File: src/rtl/step_debug_ctrl.sv
// -----------------------------------------------------------------------------
// step_debug_ctrl
//   Single-step debug front end for a hand-clocked processor. A bouncing,
//   active-low push button is synchronised and debounced into a one-clock
//   StepPulse (used as the processor clock enable), presses are counted, and
//   one of NCH channel words is selected for the hex displays.
//   Display selection can be manual (Sel), auto-scan (rotating channels with a
//   dwell timer, also advanced by each step), or freeze (hold, but re-snapshot
//   the shown channel after each step).
//
// Ports
//   CLOCK_50   in   1       system clock, rising edge
//   Reset      in   1       synchronous, active-high
//   KeyN       in   1       raw step button, active-low, asynchronous
//   Mode       in   2       00 manual, 01 auto-scan, 10 freeze, 11 manual
//   Sel        in   SW      manual channel select
//   ChIn       in   NCH*W   packed channels, channel k at [k*W +: W]
//   StepPulse  out  1       one-clock pulse per debounced press
//   StepCount  out  16      debounced presses since reset (wraps)
//   DispCh     out  SW      channel being shown
//   DispData   out  W       registered display word
// -----------------------------------------------------------------------------
module step_debug_ctrl #(
  parameter  int NCH         = 8,
  parameter  int W           = 16,
  parameter  int DB_CYCLES   = 500000,
  parameter  int SCAN_CYCLES = 50000000,
  localparam int SW          = $clog2(NCH)
) (
  input  logic               CLOCK_50,
  input  logic               Reset,
  input  logic               KeyN,
  input  logic [1:0]         Mode,
  input  logic [SW-1:0]      Sel,
  input  logic [NCH*W-1:0]   ChIn,
  output logic               StepPulse,
  output logic [15:0]        StepCount,
  output logic [SW-1:0]      DispCh,
  output logic [W-1:0]       DispData
);

  localparam int DBW   = $clog2(DB_CYCLES + 1);
  localparam int SCW   = $clog2(SCAN_CYCLES + 1);
  localparam int NSLOT = 1 << SW;

  typedef enum logic [1:0] {
    M_MANUAL  = 2'b00,
    M_AUTO    = 2'b01,
    M_FREEZE  = 2'b10,
    M_MANUAL2 = 2'b11
  } mode_e;

  // ---------------------------------------------------------------------------
  // Key synchroniser and debounce
  // ---------------------------------------------------------------------------
  logic           r_sync1, r_sync2;
  logic           r_stable;
  logic [DBW-1:0] r_db_cnt;
  logic           r_pulse;
  logic [15:0]    r_step_cnt;

  logic w_key, w_differ, w_db_done;

  assign w_key     = r_sync2;
  assign w_differ  = (w_key != r_stable);
  // The counter would reach DB_CYCLES on this edge: accept the new level.
  assign w_db_done = w_differ && (r_db_cnt == DBW'(DB_CYCLES - 1));

  always_ff @(posedge CLOCK_50) begin
    if (Reset) begin
      r_sync1    <= 1'b1;
      r_sync2    <= 1'b1;
      r_stable   <= 1'b1;
      r_db_cnt   <= '0;
      r_pulse    <= 1'b0;
      r_step_cnt <= '0;
    end else begin
      r_sync1 <= KeyN;
      r_sync2 <= r_sync1;
      if (!w_differ) begin
        r_db_cnt <= '0;
      end else if (w_db_done) begin
        r_db_cnt <= '0;
        r_stable <= w_key;
      end else begin
        r_db_cnt <= r_db_cnt + DBW'(1);
      end
      // Pulse only on the press transition (Stable 1->0), never on release.
      r_pulse <= w_db_done && !w_key;
      if (r_pulse)
        r_step_cnt <= r_step_cnt + 16'd1;
    end
  end

  assign StepPulse = r_pulse;
  assign StepCount = r_step_cnt;

  // ---------------------------------------------------------------------------
  // Channel table, padded with zero words up to a power of two so any Sel /
  // DispCh value indexes safely and out-of-range channels read as 0.
  // ---------------------------------------------------------------------------
  logic [W-1:0] w_chan [NSLOT];

  for (genvar k = 0; k < NSLOT; k++) begin : g_ch
    if (k < NCH) begin : g_real
      assign w_chan[k] = ChIn[k*W +: W];
    end else begin : g_pad
      assign w_chan[k] = '0;
    end
  end

  // ---------------------------------------------------------------------------
  // Display selection
  // ---------------------------------------------------------------------------
  logic [SW-1:0]  r_disp_ch;
  logic [W-1:0]   r_disp_data;
  logic [SCW-1:0] r_dwell;

  mode_e          w_mode;
  logic [SW-1:0]  w_base, w_adv;
  logic           w_dwell_done;
  logic [SW-1:0]  w_nxt_ch;
  logic [W-1:0]   w_nxt_data;
  logic [SCW-1:0] w_nxt_dwell;

  assign w_mode       = mode_e'(Mode);
  // Scanning resumes from the shown channel, clamped into the real range.
  assign w_base       = (32'(r_disp_ch) >= NCH) ? '0 : r_disp_ch;
  assign w_adv        = (32'(w_base) == NCH - 1) ? '0 : w_base + SW'(1);
  assign w_dwell_done = (r_dwell == SCW'(SCAN_CYCLES - 1));

  always_comb begin
    w_nxt_ch    = r_disp_ch;
    w_nxt_data  = r_disp_data;
    w_nxt_dwell = '0;
    case (w_mode)
      M_AUTO: begin
        w_nxt_data = w_chan[r_disp_ch];
        // A step and a dwell expiry in the same cycle still advance only once.
        if (r_pulse || w_dwell_done) begin
          w_nxt_ch = w_adv;
        end else begin
          w_nxt_ch    = w_base;
          w_nxt_dwell = r_dwell + SCW'(1);
        end
      end
      M_FREEZE: begin
        // Post-step snapshot of whatever channel is frozen on screen.
        if (r_pulse)
          w_nxt_data = w_chan[r_disp_ch];
      end
      default: begin
        w_nxt_ch   = Sel;
        w_nxt_data = w_chan[Sel];
      end
    endcase
  end

  always_ff @(posedge CLOCK_50) begin
    if (Reset) begin
      r_disp_ch   <= '0;
      r_disp_data <= '0;
      r_dwell     <= '0;
    end else begin
      r_disp_ch   <= w_nxt_ch;
      r_disp_data <= w_nxt_data;
      r_dwell     <= w_nxt_dwell;
    end
  end

  assign DispCh   = r_disp_ch;
  assign DispData = r_disp_data;

endmodule

File: config.mk
export PLATFORM = sky130hd
export DESIGN_NAME = step_debug_ctrl
export DESIGN_NICKNAME = d
export VERILOG_FILES = /design/src/rtl/step_debug_ctrl.sv
export SDC_FILE = /design/constraint.sdc
export NUM_CORES = 1
export LEC_CHECK = 0
export BUFFER_PORTS_ARGS = -buffer_cell sky130_fd_sc_hd__buf_4
export CELL_PAD_IN_SITES_DETAIL_PLACEMENT = 0
export CELL_PAD_IN_SITES_GLOBAL_PLACEMENT = 1
export CORE_MARGIN = 2
export CORE_UTILIZATION = 43
export CTS_CLUSTER_SIZE = 8
export DETAILED_ROUTE_END_ITERATION = 10
export GPL_TIMING_DRIVEN = 1
export PLACE_DENSITY = 0.88
export RECOVER_POWER = 50
export SLEW_MARGIN = 10
export SYNTH_ARGS = -nofsm -noshare
export SYNTH_HDL_FRONTEND = slang
export SYNTH_SLANG_ARGS = --single-unit
File: constraint.sdc
create_clock -name CLOCK_50 -period 6.4 [get_ports CLOCK_50]
set_clock_uncertainty 0.15 [all_clocks]
set_input_delay 0.96 -clock CLOCK_50 [delete_from_list [all_inputs] [get_ports CLOCK_50]]
set_output_delay 0.96 -clock CLOCK_50 [all_outputs]
set_load 0.01 [all_outputs]
=== Word-level counts from Yosys, hierarchy flattened ===
Cells that the tools add are included.

* Register bits after elaboration: 84
* Input bits: 136
* Output and inout port bits: 36
* Logic and storage cells: 47

* Add/sub/neg operators: 4
* Magnitude comparators: 2
* Equal/unequal tests: 8
* Multiplexer cells: 11
* Bitwise gates (word level): 5
* Reduce and logical (&&, ||, !) cells: 8

{| class="wikitable"
|+ Operators with widths
! operator !! number
|-
| $bmux W16 S3 || 2
|-
| $mux W16 || 5
|-
| $pmux W16 S2 || 1
|-
| $add A26 B1 Y26 const B || 1
|-
| $eq A26 B26 Y1 const B || 1
|-
| $add A19 B1 Y19 const B || 1
|-
| $eq A19 B19 Y1 const B || 1
|-
| $add A16 B1 Y16 const B || 1
|-
| $ge A4 B4 Y1 const B || 2
|-
| $not A3 Y4 || 2
|-
| $mux W3 || 2
|-
| $pmux W3 S2 || 1
|-
| $reduce_or A3 Y1 || 2
|-
| $ne A2 B2 Y1 const B || 2
|-
| $reduce_and A2 Y1 || 2
|-
| $add A3 B1 Y3 const B || 1
|-
| $eq A3 B3 Y1 const B || 1
|-
| $not A1 Y1 || 3
|-
| $eq A2 B1 Y1 const B || 1
|-
| $eq A2 B2 Y1 const B || 1
|-
| $logic_and A1 B1 Y1 || 2
|-
| $logic_not A1 Y1 || 1
|-
| $logic_or A1 B1 Y1 || 1
|-
| $ne A1 B1 Y1 || 1
|}

=== Depth between registers and ports, before layout ===
Gate-level depths: netlist of the first run.

* Word-level depth: 6
* Gate-level depth with buffers: 8
* Gate-level depth less buffers: 6

=== Worst setup path before layout of the first run ===
OpenSTA, ideal clock, no wires.

* Path kind: input -> register
* Start: input Sel[0]
* End: register r_disp_data[10], in the netlist DispData[10]
* Library setup time: 0.128 ns
* Arrival time: 2.520 ns
* Data required time: 6.122 ns
* Path slack: 3.602 ns
* Stages on the path: 6
* Buffers on the path: 2
* Path through: clkbuf_1 > buf_2 > mux4_2 > mux2_2 > a22oi_1 > o21ai_0

* Word-level cells in the longest chain between the ends: 5

{| class="wikitable"
|+ Ends and longest elaborated chain
! item !! line !! source
|-
| from (decl) || 34 || <nowiki>input logic [SW-1:0] Sel,</nowiki>
|-
| $not A3 Y4 (implied by the code) || 154 || <nowiki>w_nxt_data = w_chan[Sel];</nowiki>
|-
| $bmux W16 S3 || 154 ||
|-
| $mux W16 (implied by the code) (2 in series) || 154 ||
|-
| $pmux W16 S2 || 136 || <nowiki>case (w_mode)</nowiki>
|-
| to (signal assigned) || 166 || <nowiki>r_disp_data <= w_nxt_data;</nowiki>
|-
| to (decl) || 116 || <nowiki>logic [W-1:0] r_disp_data;</nowiki>
|}

Every way passes these cells. The select of a mux whose other input is x is not followed.
A chain may end at the register's enable or synchronous reset.

=== Worst setup path after layout of the first run ===
* Start: input Reset
* End: register r_dwell[18]

* Word-level cells in the longest chain between the ends: 1

{| class="wikitable"
|+ Ends and longest elaborated chain
! item !! line !! source
|-
| from (decl) || 31 || <nowiki>input logic Reset,</nowiki>
|-
| $reduce_or A3 Y1 (no line) || - ||
|-
| to (signal assigned) || 167 || <nowiki>r_dwell <= w_nxt_dwell;</nowiki>
|-
| to (decl) || 117 || <nowiki>logic [SCW-1:0] r_dwell;</nowiki>
|}

Every way passes these cells.

==> flow_summary.yaml, run 1 <==
synth:
  synth_most_common_cell: "dfxtp_1"
  ys_seq_elements: 84
  syn_inst: 514
  synthMuxAreaShare_pct: 33.3
  netlist_area_um2: 5460
  synth_compound_area_share_pct: 5.43
  synthTopCellsByArea: "dfxtp_1 31%, mux4_2 26%, xnor2_1 5.6%"
  synth_top_area_share_pct: 30.8
  ys.warnings.count: 0
  synth.distinct_cells: 37
  synth_area_per_cell_um2: 10.6
  synthesis.nets: 657
  ys_top_cells_by_count: "84 x dfxtp_1, 64 x mux4_2, 59 x nor2_1"
  synth_top_family_by_area: "multiplexers"
  synth-async-reset-ratio_pct: 0
  yosys.area_share.simple_pct: 16.8
  ys_seq_area_share_pct: 30.8
  synth_top_cell_by_area: "dfxtp_1"
  synth-adder-area-share_pct: 1.60
  synth-main-ff-cell: "dfxtp_1"
  synth_edf_count: 0
  synth_xor_area_share_pct: 8.50
die:
  ios: 172
  die_w_um: 117
  die_y_um: 117
  die_area_um2: 13600
  core_um2: 12500
  row_count: 41
  start_util_pct: 43.6
global_routing:
  grt_pass1_vias: 4797
  grt_usage_pct: 21.9
  grt_pass1_wl_mm: 23.5
  grt_max_degree: 36
  gr-total-overflow: 0
  antenna_found_initial: 0
routing:
  met1_length_mm: 6.02
  drc: 0
  drtAntennaViolNets: 0
  avgViaCountPerCell: 5.59
  met3_length_um: 745
  vias: 4704
  wl_met2_mm: 7.69
  top_layer: "met4"
  drt_iter0_drc: 273
  wl_per_cell_um: 17.5
  drtPass1Iterations: 5
  wirelength_mm: 14.7
place:
  dp_hpwl_mm: 11.2
  portBuffers: 171
  gp_congestion: 0.836
critical_path:
  start_kind: "input port"
  critPathRequiredTime_ns: 6.43
  cp.arrival_ns: 3.11
  cp-end-kind: "register"
  cp_max_fo: 26
  critPathKind: "in2reg"
clock_tree:
  cts.clk_slew.worst_paths_ns: 0.06
  clock_sinks: 84
  post_cts_buffers: 0
  htreeDepth: 3
  clock_latency_ns: 0.33
  hold_buffers: 0
  cts_made_buffers: 9
  clockRootBuffer: "clkbuf_16"
  cts_tree: "built"
  clock_path_buffers: 2
  post_cts_resized: 0
power_and_ir_drop:
  pwr_density_cell_nw_per_um2: 193
  peakVddDrop_mv: 0.132
  p_total_w: 0.00135
  leakagePower_nw: 2.46
sta:
  maxSlewViolCount: 0
  final.setup.tns_ns: 0
  fmaxAchievable_ghz: 0.325
  period_share_pct: 48.1
  rsz0062_at_grt: "false"
  tightest_slew_ns: 1.19
  final-setup-viol-count: 0
  period_needed_ns: 3.08
  max_slew_margin_pct: 20.5
  hold_violations: 0
cells_and_area:
  register_area_um2: 1680
  antenna_cells: 0
  multiInputGateArea_um2: 3590
  area_growth_pct: 28.1
  nFillCells: 1147
  fin_nets: 807
  layout-drive-gt1-share_pct: 38.3
worst_hold_path:
  hold_path_class: "reg2reg"
status:
  status: "finished clean"
flow_run:
  drv_cap: 0
-- critical path: stages --
cell      delay (ns)
clkbuf_1        0.79
inv_1           0.33
nand3_1         0.21
a31o_1          0.68
nor2_1          0.12
-- layout make-up --
type	instances	share of cell area (%)
Multi-Input combinational cell	387	51.4
Tap cell	172	3.08
Timing Repair Buffer	173	16.7
Inverter	9	0.483
Sequential cell	84	24.1
Clock buffer	9	3.22
Clock inverter	7	1.06
-- cell usage in the layout (no fill, tap or decap), drive strengths merged, types with 3 or more instances in the layout --
| cell type | instances |
|---|---|
| buf | 139 |
| dfxtp | 84 |
| nor2 | 69 |
| mux4 | 64 |
| clkbuf | 43 |
| xnor2 | 35 |
| nand3 | 23 |
| o21ai | 22 |
| nand2 | 22 |
| mux2i | 20 |
| xor2 | 18 |
| nor3 | 16 |
| mux2 | 16 |
| a22oi | 16 |
| inv | 12 |
| nand4 | 10 |
| and4 | 7 |
| nor4 | 7 |
| ha | 7 |
| and3 | 6 |
| or3 | 5 |
| a21oi | 5 |
| a31o | 4 |
| nor4b | 3 |
| and2 | 3 |
-- power breakdown --
group	total, W	switching, W	internal, W
Combinational	0.000276	0.000111	0.000164
Clock	0.000522	0.000217	0.000305
Sequential	0.000556	0.0000167	0.000539
-- logic make-up (layout without fill, tap and decap cells) --
logic type / after synthesis / after routing
xor gates and xnor gates: 53 / 53
adders and majority gates: 7 / 7
DFF: 84 / 84
AOI/OAI and AO/OA: 48 / 48
buffers and inverters: 43 / 198
and+or+nand+nor: 179 / 179
muxes: 100 / 100
-- per-stage QoR --
step / utilization, % / hold slack [ns] / area, um2 / cells / setup slack, ns
after floorplan: - / 0.239 / 5460 / 514 / 3.60
after global placement: 54.5 / 0.250 / 6830 / 825 / 3.46
after detailed placement: 54.5 / 0.247 / 6830 / 825 / 3.39
after CTS: 56.9 / 0.265 / 7130 / 841 / 3.71
after global routing: 55.9 / 0.280 / 7000 / 841 / 2.97
final: 55.9 / 0.262 / 7000 / 841 / 3.32
-- state kept, by name, indices dropped and copies added, names as in the netlist, 3 cells and up --
signal / count
DispCh: 3
DispData: 16
StepCount: 16
r_db_cnt: 19
r_dwell: 26
-- per-layer routing --
layer | up-vias | track usage, %
met3 | 15 | 4.88
met5 | - | 0
met4 | 0 | 5.65
met1 | 2306 | 27.5
met2 | 154 | 38.2
li1 | 2229 | -
-- worst paths after layout --
path | from | end | slack [ns] | cells past startpoint
worst min-delay path | r_sync1 | r_sync2 | 0.26 | 1
worst max register to register | r_db_cnt[0] | r_db_cnt[16] | 4.14 | 6
worst min register to register | r_sync1 | r_sync2 | 0.26 | 1
worst max-delay path | Reset | r_dwell[18] | 3.32 | 5
(Power assumes the default switching activity.)
==> run 2: changes to the inputs <==
--- a/config.mk
+++ b/config.mk
@@ -5,15 +5,16 @@
 export SDC_FILE = /design/constraint.sdc
 export NUM_CORES = 1
 export LEC_CHECK = 0
+export ABC_AREA = 1
 export BUFFER_PORTS_ARGS = -buffer_cell sky130_fd_sc_hd__buf_4
 export CELL_PAD_IN_SITES_DETAIL_PLACEMENT = 0
 export CELL_PAD_IN_SITES_GLOBAL_PLACEMENT = 1
 export CORE_MARGIN = 2
-export CORE_UTILIZATION = 43
+export CORE_UTILIZATION = 32
 export CTS_CLUSTER_SIZE = 8
 export DETAILED_ROUTE_END_ITERATION = 10
 export GPL_TIMING_DRIVEN = 1
-export PLACE_DENSITY = 0.88
+export PLACE_DENSITY = 0.78
 export RECOVER_POWER = 50
 export SLEW_MARGIN = 10
 export SYNTH_ARGS = -nofsm -noshare
==> constraint.sdc (replaced) <==
create_clock -name CLOCK_50 -period 2.7 [get_ports CLOCK_50]
set_clock_uncertainty 0.15 [all_clocks]
set_input_delay 0.405 -clock CLOCK_50 [delete_from_list [all_inputs] [get_ports CLOCK_50]]
set_output_delay 0.405 -clock CLOCK_50 [all_outputs]
set_load 0.01 [all_outputs]
==> flow_summary.yaml, run 2 <==
sta:
  max_slew_margin_pct: 37.5
  rsz0062_at_grt: "false"
  maxSlewViolCount: 0
  final.setup.tns_ns: 0
  whs_ns: 0.110
  period_share_pct: 82.2
  final-setup-viol-count: 0
  hold_violations: 0
  period_needed_ns: 2.22
  tightest_slew_ns: 0.938
  fmaxAchievable_ghz: 0.451
critical_path:
  r2r_start: "DispCh[1]"
  cp_cell_sequence: "clkbuf_2, buf_4"
  cp-end-kind: "primary output"
  r2r_cells: 7
  path_buf_inv: 2
  critPathKind: "reg2out"
  start_kind: "register"
  cp-endpoint: "DispCh[1]"
  cp_max_fo: 34
  cp.arrival_ns: 1.66
  worstSetupStartpoint: "DispCh[1]"
  rrSetupSlack_ns: 0.52
  crit_path_max_incr_delay_ns: 0.72
  cp_top_family: "buffers and inverters"
  worstSetupPathDepth: 2
  reg2reg_to: "DispCh[2]"
  critPathRequiredTime_ns: 2.14
  slowest_stage: "clkbuf_2"
power_and_ir_drop:
  peakVddDrop_mv: 0.309
  leakagePower_nw: 3.50
  pwr_density_cell_nw_per_um2: 418
synth:
  synth_most_common_cell: "nand2_1"
  syn_inst: 1127
  synth_top_area_share_pct: 26.1
  synth-async-reset-ratio_pct: 0
  ys_seq_area_share_pct: 26.1
  ys_top_cells_by_count: "276 x nand2_1, 212 x nor2_1, 188 x nand3_1"
  synth.distinct_cells: 36
  synth_top_cell_by_area: "dfxtp_1"
  synth_edf_count: 0
  synth_area_per_cell_um2: 5.72
  synthTopCellsByArea: "dfxtp_1 26%, nand2_1 16%, nand3_1 15%"
  ys.warnings.count: 0
  netlist_area_um2: 6450
  synthesis.nets: 1270
  ys_seq_elements: 84
  synth-main-ff-cell: "dfxtp_1"
cells_and_area:
  final_cell_mix: "276 x nand2_1, 213 x nor2_1, 190 x nand3_1, 148 x buf_4, 91 x o21ai_0"
  largest_register: "r_dwell"
  mostFrequentLayoutCell: "nand2_1"
  reg_top3: "r_dwell x26, r_db_cnt x19"
  nFillCells: 2296
  antenna_cells: 0
  area_growth_pct: 24.0
  fin_nets: 1405
  layout-drive-gt1-share_pct: 14.7
  largest_reg_flops: 26
worst_hold_path:
  hold_path_class: "in2reg"
  min_from: "KeyN"
routing:
  avgViaCountPerCell: 4.99
  drt_iter0_drc: 554
  wl_per_cell_um: 14.8
  vias: 7638
  drtAntennaViolNets: 0
  drtPass1Iterations: 6
  wirelength_mm: 22.7
  drc: 0
die:
  die_area_um2: 21300
  core_um2: 19700
  row_count: 51
  die_y_um: 146
  start_util_pct: 32.8
  die_w_um: 146
  ios: 172
global_routing:
  grt_pass1_wl_mm: 37.6
  gr-total-overflow: 0
  grt_pass1_vias: 7365
  grt_usage_pct: 21.5
  grt_max_degree: 67
  antenna_found_initial: 0
clock_tree:
  htreeDepth: 3
  clock_path_buffers: 2
  cts_made_buffers: 9
  post_cts_buffers: 0
  cts.clk_slew.worst_paths_ns: 0.06
  post_cts_resized: 0
  clockRootBuffer: "clkbuf_16"
  clock_latency_ns: 0.35
  clock_sinks: 84
  cts_tree: "built"
  hold_buffers: 0
place:
  gp_congestion: 0.868
  dp_hpwl_mm: 16.3
  portBuffers: 171
status:
  status: "finished clean"
flow_run:
  drv_cap: 0
[run 2: cell types whose count changed in the layout (fill, tap and decap cells not counted), sizes merged, moves of 7 or more]
| cell | before | now |
|---|---|---|
| nand2 | 22 | 278 |
| nand3 | 23 | 191 |
| xnor2 | 35 | 7 |
| mux4 | 64 | 0 |
| and4 | 7 | 0 |
| mux2 | 16 | 0 |
| a21oi | 5 | 25 |
| mux2i | 20 | 0 |
| buf | 139 | 150 |
| nor2 | 69 | 219 |
| a22oi | 16 | 0 |
| inv | 12 | 90 |
| o21ai | 22 | 91 |
[run 2: kinds of logic after synthesis]
group / Yosys count / synth area share, %
and+or+nand+nor: 736 / 49.4
buffers and inverters: 154 / 10.1
AOI/OAI and AO/OA: 124 / 10.0
DFF: 84 / 26.1
xor gates and xnor gates: 22 / 2.99
adders and majority gates: 7 / 1.36
[run 2: worst min path at each step]
stage / endpoint / slack, ns / depth (start not counted)
3_5_place_dp: r_sync2 / 0.24 / 1
6_report: r_sync1 / 0.11 / 2
3_3_place_gp: r_sync2 / 0.24 / 1
4_1_cts: r_sync1 / 0.09 / 2
5_1_grt: r_sync1 / 0.09 / 2
2_1_floorplan: r_sync2 / 0.24 / 1
[run 2: cell type report]
cell class / instances / area, um2 / area share, %
clock buffers: 13 / 260 / 3.25
clock inverters: 3 / 21.3 / 0.266
inverters: 92 / 345 / 4.32
multi-input cells: 889 / 4070 / 50.9
flip-flops and latches: 84 / 1680 / 21.0
well taps: 265 / 332 / 4.14
repair buffers: 186 / 1290 / 16.1
[run 2: where the power goes]
group / internal, W / leakage (nW) / total (W) / switching, W
Combinational: 0.000347 / 2.69 / 0.000867 / 0.000520
Sequential: 0.00128 / 0.682 / 0.00130 / 0.0000247
Clock: 0.000674 / 0.136 / 0.00118 / 0.000504
Total: 0.00230 / 3.50 / 0.00335 / 0.00105
[run 2: metrics by stage]
stage / util (%) / worst slack (ns) / instances / power, W / instance area (um2)
CTS: 41.6 / 0.615 / 1532 / 0.00341 / 8180
floorplan: - / 0.983 / 1127 / 0.00183 / 6450
global route: 40.7 / 0.294 / 1532 / 0.00355 / 8000
global placement: 40.2 / 0.551 / 1516 / 0.00222 / 7900
finish: 40.7 / 0.480 / 1532 / 0.00335 / 8000
detailed placement: 40.2 / 0.526 / 1516 / 0.00222 / 7900
[run 2: metal layers]
| metal | track usage [%] | up-vias | share of wire (%) |
|---|---|---|---|
| met5 | 0 | - | 0 |
| met4 | 5.19 | 0 | 1.8 |
| met2 | 36.3 | 267 | 46 |
| met3 | 4.73 | 27 | 7.3 |
| met1 | 27.9 | 3449 | 45 |
| li1 | - | 3895 | - |
==> run 3: changes to the inputs <==
==> constraint.sdc (replaced) <==
create_clock -name CLOCK_50 -period 2 [get_ports CLOCK_50]
set_clock_uncertainty 0.15 [all_clocks]
set_input_delay 0.3 -clock CLOCK_50 [delete_from_list [all_inputs] [get_ports CLOCK_50]]
set_output_delay 0.3 -clock CLOCK_50 [all_outputs]
set_load 0.01 [all_outputs]
==> flow_summary.yaml, run 3 (same netlist as run 2, synthesis figures left out) <==
sta:
  rsz0062_at_grt: "false"
  period_share_pct: 90.1
  hold_violations: 0
  max_slew_margin_pct: 43.6
  period_needed_ns: 1.80
  final-setup-viol-count: 0
  final.setup.tns_ns: 0
  tightest_slew_ns: 0.846
  maxSlewViolCount: 0
  fmaxAchievable_ghz: 0.555
routing:
  drt_iter0_drc: 578
  wirelength_mm: 22.5
  drtPass1Iterations: 5
  avgViaCountPerCell: 4.96
  drc: 0
  drtAntennaViolNets: 0
  wl_per_cell_um: 14.6
  vias: 7653
cells_and_area:
  utilization_pct: 41.8
  antenna_cells: 0
  layout-drive-gt1-share_pct: 15.8
  mostFrequentLayoutCell: "nand2_1"
  area_growth_pct: 27.3
  final_cell_mix: "276 x nand2_1, 213 x nor2_1, 188 x nand3_1, 150 x buf_4, 91 x o21ai_0"
  largest_register: "r_dwell"
  fin_nets: 1418
  reg_top3: "r_dwell x26, r_db_cnt x19"
  largest_reg_flops: 26
global_routing:
  grt_usage_pct: 20.9
  antenna_found_initial: 0
  grt_max_degree: 59
  grt_pass1_wl_mm: 36.8
  grt_pass1_vias: 7285
  gr-total-overflow: 0
place:
  gp_congestion: 0.869
  portBuffers: 171
  dp_hpwl_mm: 16.3
die:
  die_w_um: 146
  start_util_pct: 32.8
  row_count: 51
  die_y_um: 146
  die_area_um2: 21300
  ios: 172
  core_um2: 19700
worst_hold_path:
  hold_depth: 2
  min_from: "Reset"
  hold_end: "StepCount[4]"
  hold_path_class: "in2reg"
critical_path:
  r2r_start: "r_dwell[0]"
  cp_cell_sequence: "clkbuf_2, buf_4"
  rrSetupSlack_ns: 0.27
  r2r_cells: 11
  slowest_stage: "clkbuf_2"
  critPathKind: "reg2out"
  cp-end-kind: "primary output"
  cp_max_fo: 22
  start_kind: "register"
  reg2reg_to: "DispCh[0]"
  cp.arrival_ns: 1.35
  critPathRequiredTime_ns: 1.55
  crit_path_max_incr_delay_ns: 0.44
clock_tree:
  post_cts_resized: 0
  clock_latency_ns: 0.34
  post_cts_buffers: 0
  cts_tree: "built"
  clock_sinks: 84
  clock_path_buffers: 2
  htreeDepth: 3
  cts.clk_slew.worst_paths_ns: 0.06
  clockRootBuffer: "clkbuf_16"
  cts_made_buffers: 9
power_and_ir_drop:
  peakVddDrop_mv: 0.388
  pwr_density_cell_nw_per_um2: 550
  leakagePower_nw: 3.62
status:
  status: "finished clean"
flow_run:
  drv_cap: 0
==> run 3: changes by cell type in the layout (fill, tap and decap cells not counted), moves of 2 or more <==
cell / change
nand3_2: +2
buf_4: +2
clkbuf_1: -2
clkbuf_2: +2
nand3_1: -2
buf_12: +7
==> run 3: how the worst max path moves through the flow <==
stage	startpoint	endpoint	cells past startpoint
final	DispCh[0]	DispCh[0]	2
after global routing	Reset	DispData[11]	8
after CTS	r_dwell[0]	DispCh[0]	11
after detailed placement	r_dwell[0]	r_dwell[22]	7
after global placement	r_dwell[0]	r_dwell[14]	9
after floorplan	r_db_cnt[0]	r_db_cnt[16]	7
==> run 3: final cells by class <==
type,instances,area [um2]
fill,2222,11400
inverter,92,345
multi-input combinational,889,4110
sequential,84,1680
clock buffer,12,267
timing repair buffer,199,1470
tap,265,332
clock inverter,2,10.0
==> run 3: routing by layer <==
metal / routed length, um / part of all wire [%] / track usage [%] / vias to the layer above
met5: 0 / 0 / 0 / -
met4: 334 / 1.5 / 4.90 / 0
met3: 1320 / 5.9 / 3.76 / 25
met2: 10400 / 46 / 34.5 / 254
met1: 10400 / 46 / 28.3 / 3442
li1: - / - / - / 3932
==> run 3: power breakdown <==
part | internal [W] | total [W] | switching (W)
clock | 0.000924 | 0.00155 | 0.000627
sequential | 0.00172 | 0.00176 | 0.0000348
combinational | 0.000507 | 0.00121 | 0.000705
==> run 3: what timing repair did <==
action / CTS / global route
hold endpoints to repair: 1 / 0
endpoints found under the setup margin: 0 / 0
hold buffers: 1 / 0
==> run 3: metrics by stage <==
stage | setup WS [ns] | power (W) | hold WS [ns] | std cells | area [um2]
floorplan | 0.382 | 0.00246 | 0.239 | 1127 | 6450
global placement | 0.324 | 0.00304 | 0.246 | 1528 | 8080
detailed placement | 0.292 | 0.00304 | 0.260 | 1528 | 8080
CTS | 0.284 | 0.00461 | 0.0744 | 1543 | 8360
global route | 0.0467 | 0.00480 | 0.0870 | 1543 | 8210
finish | 0.198 | 0.00452 | 0.0864 | 1543 | 8210
==> run 3: worst max-delay path: cells and delay by family, from the launching register on <==
family	cells	cell delay (ns)
buf+inv	2	0.65
flops	1	0.36
